<file path="config.mk">
export PLATFORM = sky130hd
export DESIGN_NAME = key_debounce_encoder_flat
export DESIGN_NICKNAME = d
export VERILOG_FILES = /design/src/rtl/key_debounce_encoder_pkg.sv /design/src/rtl/key_debounce_encoder_if.sv /design/src/rtl/key_debounce_cell.sv /design/src/rtl/key_debounce_encoder.sv /design/src/flat_wrapper.sv
export SDC_FILE = /design/constraint.sdc
export NUM_CORES = 1
export LEC_CHECK = 0
export ABC_AREA = 1
export ABC_CLOCK_PERIOD_IN_PS = 15600
export BUFFER_PORTS_ARGS = -buffer_cell sky130_fd_sc_hd__buf_4
export CAP_MARGIN = 0
export CORE_MARGIN = 2
export CORE_UTILIZATION = 35
export DETAILED_ROUTE_END_ITERATION = 6
export SETUP_SLACK_MARGIN = 0.2
export SYNTH_ARGS = -nofsm -noshare
export SYNTH_HDL_FRONTEND = slang
export SYNTH_SLANG_ARGS = --single-unit
</file>
<file path="constraint.sdc">
create_clock -name clk -period 15.6 [get_ports clk]
set_input_delay 1.56 -clock clk [delete_from_list [all_inputs] [get_ports clk]]
set_output_delay 1.56 -clock clk [all_outputs]
set_load 0.01 [all_outputs]
</file>
<file path="src/rtl/key_debounce_encoder_pkg.sv">
// Shared constants and types for the piano key input stage.
package key_debounce_encoder_pkg;

  localparam int unsigned NOTE_W   = 4;
  localparam int unsigned NUM_KEYS = 8;

  typedef logic [NOTE_W-1:0] note_code_t;

  localparam note_code_t NOTE_SILENT = 4'd0;

  typedef struct packed {
    note_code_t code;
    logic       octave;
  } note_t;

  function automatic int unsigned ms_to_cycles(input int unsigned clk_hz,
                                               input int unsigned ms);
    return clk_hz / 1000 * ms;
  endfunction

endpackage

</file>
<file path="src/rtl/key_debounce_encoder_if.sv">
// Raw switch inputs and conditioned note outputs of the key input stage.
interface key_debounce_encoder_if;
  import key_debounce_encoder_pkg::*;

  logic [NUM_KEYS-1:0] key_raw;
  logic                octave_raw;
  logic [NUM_KEYS-1:0] key_stable;
  note_code_t          note_code;
  logic                note_octave;
  logic                note_valid;
  logic                multi_press;

  modport master (
    output key_raw, octave_raw,
    input  key_stable, note_code, note_octave, note_valid, multi_press
  );

  modport slave (
    input  key_raw, octave_raw,
    output key_stable, note_code, note_octave, note_valid, multi_press
  );

endinterface

</file>
<file path="src/rtl/key_debounce_cell.sv">
// One switch input: 2-flop synchroniser followed by a stable-time debouncer.
module key_debounce_cell #(
  parameter int unsigned DB_CYCLES = 4
) (
  input  logic clk,
  input  logic rst,
  input  logic i_raw,
  output logic o_stable
);

  localparam int unsigned    CNT_W    = $clog2(DB_CYCLES);
  localparam logic [CNT_W-1:0] CNT_LAST = CNT_W'(DB_CYCLES - 1);

  logic             r_meta;
  logic             r_sync;
  logic             r_stable;
  logic [CNT_W-1:0] r_cnt;

  // Any return of the synchronised input to the stable value restarts the count.
  always_ff @(posedge clk or posedge rst) begin
    if (rst) begin
      r_meta   <= 1'b0;
      r_sync   <= 1'b0;
      r_stable <= 1'b0;
      r_cnt    <= '0;
    end else begin
      r_meta <= i_raw;
      r_sync <= r_meta;
      if (r_sync == r_stable) begin
        r_cnt <= '0;
      end else if (r_cnt == CNT_LAST) begin
        r_stable <= r_sync;
        r_cnt    <= '0;
      end else begin
        r_cnt <= r_cnt + 1'b1;
      end
    end
  end

  assign o_stable = r_stable;

endmodule

</file>
<file path="src/rtl/key_debounce_encoder.sv">
// Debounces the note keys and octave switch, priority-encodes the lowest
// pressed key into a registered note code and strobes on every note change.
module key_debounce_encoder #(
  parameter int unsigned CLK_HZ      = 100_000_000,
  parameter int unsigned DEBOUNCE_MS = 20,
  parameter int unsigned NUM_KEYS    = key_debounce_encoder_pkg::NUM_KEYS
) (
  input  logic                   clk,
  input  logic                   rst,
  key_debounce_encoder_if.slave  kb
);
  import key_debounce_encoder_pkg::*;

  localparam int unsigned DB_CYCLES = ms_to_cycles(CLK_HZ, DEBOUNCE_MS);

  logic [NUM_KEYS:0] w_raw;
  logic [NUM_KEYS:0] w_stable;
  note_t             w_next;
  logic              w_multi;
  note_t             r_note;
  logic              r_valid;
  logic              r_multi;

  // Bit NUM_KEYS carries the octave switch through the same cell as the keys.
  assign w_raw = {kb.octave_raw, kb.key_raw};

  for (genvar g = 0; g <= NUM_KEYS; g++) begin : g_cell
    key_debounce_cell #(
      .DB_CYCLES (DB_CYCLES)
    ) u_cell (
      .clk      (clk),
      .rst      (rst),
      .i_raw    (w_raw[g]),
      .o_stable (w_stable[g])
    );
  end

  always_comb begin
    w_next.code   = NOTE_SILENT;
    w_next.octave = w_stable[NUM_KEYS];
    for (int unsigned i = NUM_KEYS; i > 0; i--) begin
      if (w_stable[i-1]) begin
        w_next.code = NOTE_W'(i);
      end
    end
    w_multi = ($countones(w_stable[NUM_KEYS-1:0]) > 1);
  end

  always_ff @(posedge clk or posedge rst) begin
    if (rst) begin
      r_note  <= '0;
      r_valid <= 1'b0;
      r_multi <= 1'b0;
    end else begin
      r_note  <= w_next;
      r_valid <= (w_next != r_note);
      r_multi <= w_multi;
    end
  end

  assign kb.key_stable  = w_stable[NUM_KEYS-1:0];
  assign kb.note_code   = r_note.code;
  assign kb.note_octave = r_note.octave;
  assign kb.note_valid  = r_valid;
  assign kb.multi_press = r_multi;

endmodule

</file>
<file path="src/flat_wrapper.sv">
// flat-port wrapper written by rule: the top's interface ports become plain ports
module key_debounce_encoder_flat import key_debounce_encoder_pkg::*;
#(
  parameter int unsigned CLK_HZ      = 100_000_000,
  parameter int unsigned DEBOUNCE_MS = 20,
  parameter int unsigned NUM_KEYS    = key_debounce_encoder_pkg::NUM_KEYS
)
  (clk, rst, kb_key_raw, kb_octave_raw, kb_key_stable, kb_note_code, kb_note_octave, kb_note_valid, kb_multi_press);
  key_debounce_encoder_if kb_i ();
  input  logic clk;
  input  logic rst;
  input wire logic [$bits(kb_i.key_raw)-1:0] kb_key_raw;
  input wire logic [$bits(kb_i.octave_raw)-1:0] kb_octave_raw;
  output wire logic [$bits(kb_i.key_stable)-1:0] kb_key_stable;
  output wire logic [$bits(kb_i.note_code)-1:0] kb_note_code;
  output wire logic [$bits(kb_i.note_octave)-1:0] kb_note_octave;
  output wire logic [$bits(kb_i.note_valid)-1:0] kb_note_valid;
  output wire logic [$bits(kb_i.multi_press)-1:0] kb_multi_press;
  assign kb_i.key_raw = kb_key_raw;
  assign kb_i.octave_raw = kb_octave_raw;
  assign kb_key_stable = kb_i.key_stable;
  assign kb_note_code = kb_i.note_code;
  assign kb_note_octave = kb_i.note_octave;
  assign kb_note_valid = kb_i.note_valid;
  assign kb_multi_press = kb_i.multi_press;
  key_debounce_encoder #(.CLK_HZ(CLK_HZ), .DEBOUNCE_MS(DEBOUNCE_MS), .NUM_KEYS(NUM_KEYS)) u_core (.clk(clk), .rst(rst), .kb(kb_i));
endmodule
</file>
======== Word level (Yosys, flattened, before mapping) ========
Cells that the tools add are included.
cells by class
  add/subtract/negate cells ............... 16
  magnitude comparators ................... 1
  eq/ne operators ......................... 19
  mux-type cells .......................... 26
  bitwise operators ....................... 9
  reductions and logical operators ........ 9
operators by type and width
  kind                                                             count
  2-to-1 mux 21 bit                                                18
  adder 21 x 1 -> 21 bit (second input constant)                   9
  == test 21 bit (second input constant)                           9
  adder 32 bit                                                     3
  greater-than comparator 32 x 2 -> 1 bit (second input constant)  1
  2-to-1 mux 4 bit                                                 8
  AND reduction 2 bit                                              9
  == test 1 bit                                                    9
  NOT 1 bit                                                        9
  adder 1 x 1 -> 2 bit                                             4
  != test 5 bit                                                    1
word-level totals
  register bits after elaboration ......... 223
  input bits .............................. 11

======== Logic depth before layout (Yosys ltp) ========
  depth after elaboration ................. 9
  mapped depth ............................ 10
  mapped depth without buffers ............ 10

======== Cells and area by module ========
From an unflattened synthesis, not the netlist that was laid out.
second synthesis, totals
  cells, all modules ...................... 1550
  area total of the unflattened synthesis .. 12542.0 sq um
by module, submodules not included
  module                times used  cells each  area each (sq um)  sequential area each (sq um)
  key_debounce_cell     9           164         1332.5             600.6
  key_debounce_encoder  1           74          549.3              175.2

======== Worst setup path after synthesis ========
OpenSTA, ideal clock, no wires.
  path type ............................... register -> register
  start ................................... register u_core.g_cell[5].u_cell.r_stable
  end ..................................... register u_core.r_multi, in the netlist u_core.kb.multi_press
  library setup time ...................... 0.127 ns
  arrival ................................. 2.421 ns
  data required time ...................... 15.473 ns
  path slack .............................. 13.052 ns
  stages on the path, launching flop included .. 8
  period minus slack after synthesis ...... 2.548 ns
  path through ............................ dfrtp_1 > ha_1 > fa_1 > fa_1 > ha_1 > inv_1 > fa_1 > nand3b_1
between the ends
  cells in the longest elaborated chain, start to end .. 4
RTL lines
  item                                     RTL line                    source
  start: declaration                       key_debounce_cell.sv:16     logic r_stable;
  start signal: assignment                 key_debounce_cell.sv:32     r_stable <= r_sync;
  adder 1 x 1 -> 2 bit                     key_debounce_encoder.sv:46  w_multi = ($countones(w_stable[NUM_KEYS-1:0]) > 1);
  adder 32 bit (2 in a row)                key_debounce_encoder.sv:46
  greater-than comparator 32 x 2 -> 1 bit  key_debounce_encoder.sv:46
  named net u_core.w_multi                 key_debounce_encoder.sv:19  logic w_multi;
  end signal: assignment                   key_debounce_encoder.sv:57  r_multi <= w_multi;
  end: declaration                         key_debounce_encoder.sv:22  logic r_multi;
The timed path passes the listed nets, and every way through them passes these cells.
A chain may end at the register's enable or synchronous reset.

======== Worst setup path in the final report ========
  start ................................... register u_core.g_cell[0].u_cell.r_stable
  end ..................................... output port kb_key_stable[0]
RTL lines
  item                      RTL line                 source
  start: declaration        key_debounce_cell.sv:16
  start signal: assignment  key_debounce_cell.sv:32
  end: declaration          flat_wrapper.sv:14       output wire logic [$bits(kb_i.key_stable)-1:0] kb_key_stable;
No word-level cell between the ends.

==> metrics.csv <==
stage,metric,value,unit
finish,sequential cell area,5580,um2
die,die area,35900,um2
routing,vias per cell,4.60,
power_and_ir_drop,sequential fraction of design power,0.461,
critical_path,worst path cell trace,buf_4,
die,I/O pin count,26,
cts,CTS Sinks,223,
critical_path,Worst Path Max Fanout,8,
die,DIE HEIGHT,189,um
critical_path,WP data required,14.04,ns
power_and_ir_drop,Clk network pwr share,0.511,
placement,Inst Count DP,2024,
critical_path,endpoint type of the worst setup path,primary output,
run_status,status,"finished, final reports clean",
logic_synthesis,top_reg_cell synth,dfrtp_1,
timing,Slew Limit Fails,0,
cts,worst skew pair latency,0.53,ns
global_route,initial antenna violation count,0,
critical_path,Worst Setup SP,u_core.g_cell[0].u_cell.o_stable$_DFFE_PP0P_,
finish,P&R area growth vs syn,13.5,%
cts,cts hold-fix bufs,0,
power_and_ir_drop,VDD IR max,0.0000825,V
global_route,largest net degree at the start of global routing,79,
critical_path,"Largest delay share family, worst path",flip-flops,
routing,drt first-iter violations,690,
die,standard-cell row count,67,
cts,"Reg clk slew, reported paths",0.06,ns
global_route,vias in the first global route,9297,
power_and_ir_drop,Gate power share,0.028,
cts,postcts setup bufs,0,
logic_synthesis,syn nets,1595,
finish,Final nets,1635,
cts,CTS root buf,clkbuf_16,
logic_synthesis,most common cell in the synthesized netlist,nor2_1,
timing,Fmax,344,MHz
timing,Final Hold Viols,0,
power_and_ir_drop,Sw Pwr,0.278,mW
logic_synthesis,"EDFF count, synth",0,
logic_synthesis,Ys Warns,0,
routing,first-pass detailed-route iteration total,7,
run,maxcap violations,0,
logic_synthesis,cell accounting for the most synthesized area,dfrtp_1,
finish,fin cells,2071,
logic_synthesis,Post-Syn Area,12000,um2
timing,Post-Route Hold Slack,0.346,ns
finish,fillcell total,3435,
timing,period utilisation layout,0.187,
global_route,total track usage,0.145,
cts,H-tree levels,1,
logic_synthesis,commonest cells in the netlist,"nor2_1 (381), nand2_1 (370), dfrtp_1 (223)",
critical_path,crit path buf inv count,1,
logic_synthesis,Synth area leaders,"dfrtp_1 (46%), nor2_1 (12%), nand2_1 (12%)",
logic_synthesis,synthesized area per cell,7.70,um2
logic_synthesis,Post-Synthesis Cells,1564,
min_path,Worst Hold Class,flop to flop,
die,Die X,189,um
timing,worst slew pin tran,1.02,ns
routing,DRC Markers,0,
cts,total CTS buffers,26,
placement,dpl hpwl,17.9,mm
timing,TNS Setup,0,ns
finish,Final Util,0.405,
timing,Slew HR,0.318,
timing,Clock Skews,0.0191,ns
critical_path,CP max-delay cell,dfrtp_1,
cts,Post-CTS Resized,0,
timing,RSZ-0062 raised after global routing,no,
timing,# setup viols final,0,
routing,via count,9533,
logic_synthesis,asr flop ratio synth,1.00,
cts,clk buf depth,3,
power_and_ir_drop,leakage power,5.89,nW
power_and_ir_drop,switch share,0.216,
routing,post-route ant nets,0,
power_and_ir_drop,Internal Power,1.01,mW
timing,Period minus WS final,2.91,ns
critical_path,crit path DAT,1.35,ns
logic_synthesis,post-synthesis sequential area ratio,0.464,
critical_path,R2R Setup Slk,12.93,ns
routing,routed len/inst,12.1,um
critical_path,CP startpoint kind,flop,
finish,share of cells above drive strength 1,0.0992,
critical_path,reg-to-reg startpoint,u_core.g_cell[5].u_cell.o_stable$_DFFE_PP0P_,
global_route,first-pass GRT wire length,44.1,mm
finish,antenna fix cells,0,
global_route,gr ovfl total,0,
power_and_ir_drop,pwr/cell area,94.3,nW/um2
min_path,WHS Path Cells,0,
die,Initial Utilization,0.357,
min_path,hold endpoint,u_core.g_cell[5].u_cell.r_sync$_DFF_PP0_,
min_path,worst hold start,u_core.g_cell[5].u_cell.r_meta$_DFF_PP0_,
routing,final WL,25.0,mm
finish,multi-input logic area,5720,um2
critical_path,worst flop-to-flop path endpoint,u_core.kb.multi_press$_DFF_PP0_,
die,Core ar.,33700,um2
critical_path,WS Path Type,flop to primary output,
critical_path,Worst R2R Path Depth,7,
placement,global placement routability congestion,0.833,
logic_synthesis,top cell type's share of synthesized area,0.464,
logic_synthesis,Yosys cell types,31,
placement,port bufs,25,
cts,CTS tree,built,
critical_path,crit-path max cell delay,0.63,ns
logic_synthesis,Synth Register Bits,223,
kinds of logic (layout without fill, tap and decap cells):
family          count (synthesis)  after routing  synth area share
simple gates                  981            981             0.355
flops                         223            223             0.464
buf+inv                       187            246            0.0613
xor+xnor                       90             90            0.0680
compound gates                 63             63            0.0287
fa+ha+maj                      20             20            0.0233
final cells by class:
| cell class | instances | area share |
|---|---|---|
| multi-input combinational | 1154 | 0.419 |
| sequential | 223 | 0.409 |
| clock buffer | 38 | 0.0576 |
| inverter | 170 | 0.0473 |
| tap | 448 | 0.0410 |
| timing repair buffer | 29 | 0.0159 |
| clock inverter | 9 | 0.0110 |
flip-flops by register name (all words and copies together), names as in the netlist:
name                           count
u_core.kb.note_code                4
u_core.kb.note_valid               1
u_core.g_cell.u_cell.o_stable      9
u_core.kb.note_octave              1
u_core.g_cell.u_cell.r_cnt       189
u_core.g_cell.u_cell.r_meta        9
u_core.g_cell.u_cell.r_sync        9
u_core.kb.multi_press              1
through the flow:
stage / cell area, um2 / setup WS, ns / total power [mW]
CTS: 13700 / 12.67 / 1.31
global placement: 12700 / 12.46 / 0.641
detailed placement: 12700 / 12.45 / 0.642
finish: 13700 / 12.69 / 1.29
floorplan: 12000 / 7.93 / 0.629
global route: 13700 / 12.63 / 1.34
cell usage in the layout (no fill, tap or decap), types with 6 or more instances in the layout:
master / netlist / routed
xnor2_1: 24 / 24
nor3_1: 42 / 42
inv_1: 164 / 163
buf_4: 8 / 29
clkbuf_8: 0 / 7
nand4_1: 21 / 21
a21oi_1: 32 / 32
nand3_2: 13 / 13
nor2_4: 11 / 11
xor2_1: 62 / 62
nand2_1: 370 / 370
inv_2: 6 / 6
nor2_2: 27 / 27
nor3b_1: 11 / 11
nor2_1: 381 / 381
nand3b_1: 10 / 10
ha_1: 16 / 16
o21ai_0: 21 / 21
dfrtp_1: 223 / 223
nand2_2: 15 / 15
clkbuf_16: 0 / 27
nand3_1: 74 / 74
how the worst max path moves through the flow:
stage,end,slack (ns),cells past startpoint
3_3_place_gp,u_core.g_cell[4].u_cell.r_cnt[12]$_DFF_PP0_,12.46,3
3_5_place_dp,u_core.g_cell[4].u_cell.r_cnt[4]$_DFF_PP0_,12.45,3
6_report,kb_key_stable[0],12.69,1
5_1_grt,kb_key_stable[0],12.63,1
4_1_cts,kb_key_stable[0],12.67,1
2_1_floorplan,u_core.g_cell[0].u_cell.o_stable$_DFFE_PP0P_,7.93,1
power by group through the flow:
stage	clock, mW	combinational, mW	sequential (mW)
after floorplan	0	0.0267	0.602
after global placement	0	0.0376	0.604
after detailed placement	0	0.0383	0.604
after CTS	0.677	0.0386	0.593
after global routing	0.701	0.0438	0.594
final	0.658	0.0367	0.594
per-layer routing:
| metal | GRT usage | wire (um) |
|---|---|---|
| met2 | 0.239 | 11200 |
| met3 | 0.0191 | 776 |
| met1 | 0.204 | 12500 |
| met5 | 0 | 0 |
| met4 | 0.0322 | 493 |
(Power assumes the default switching activity.)
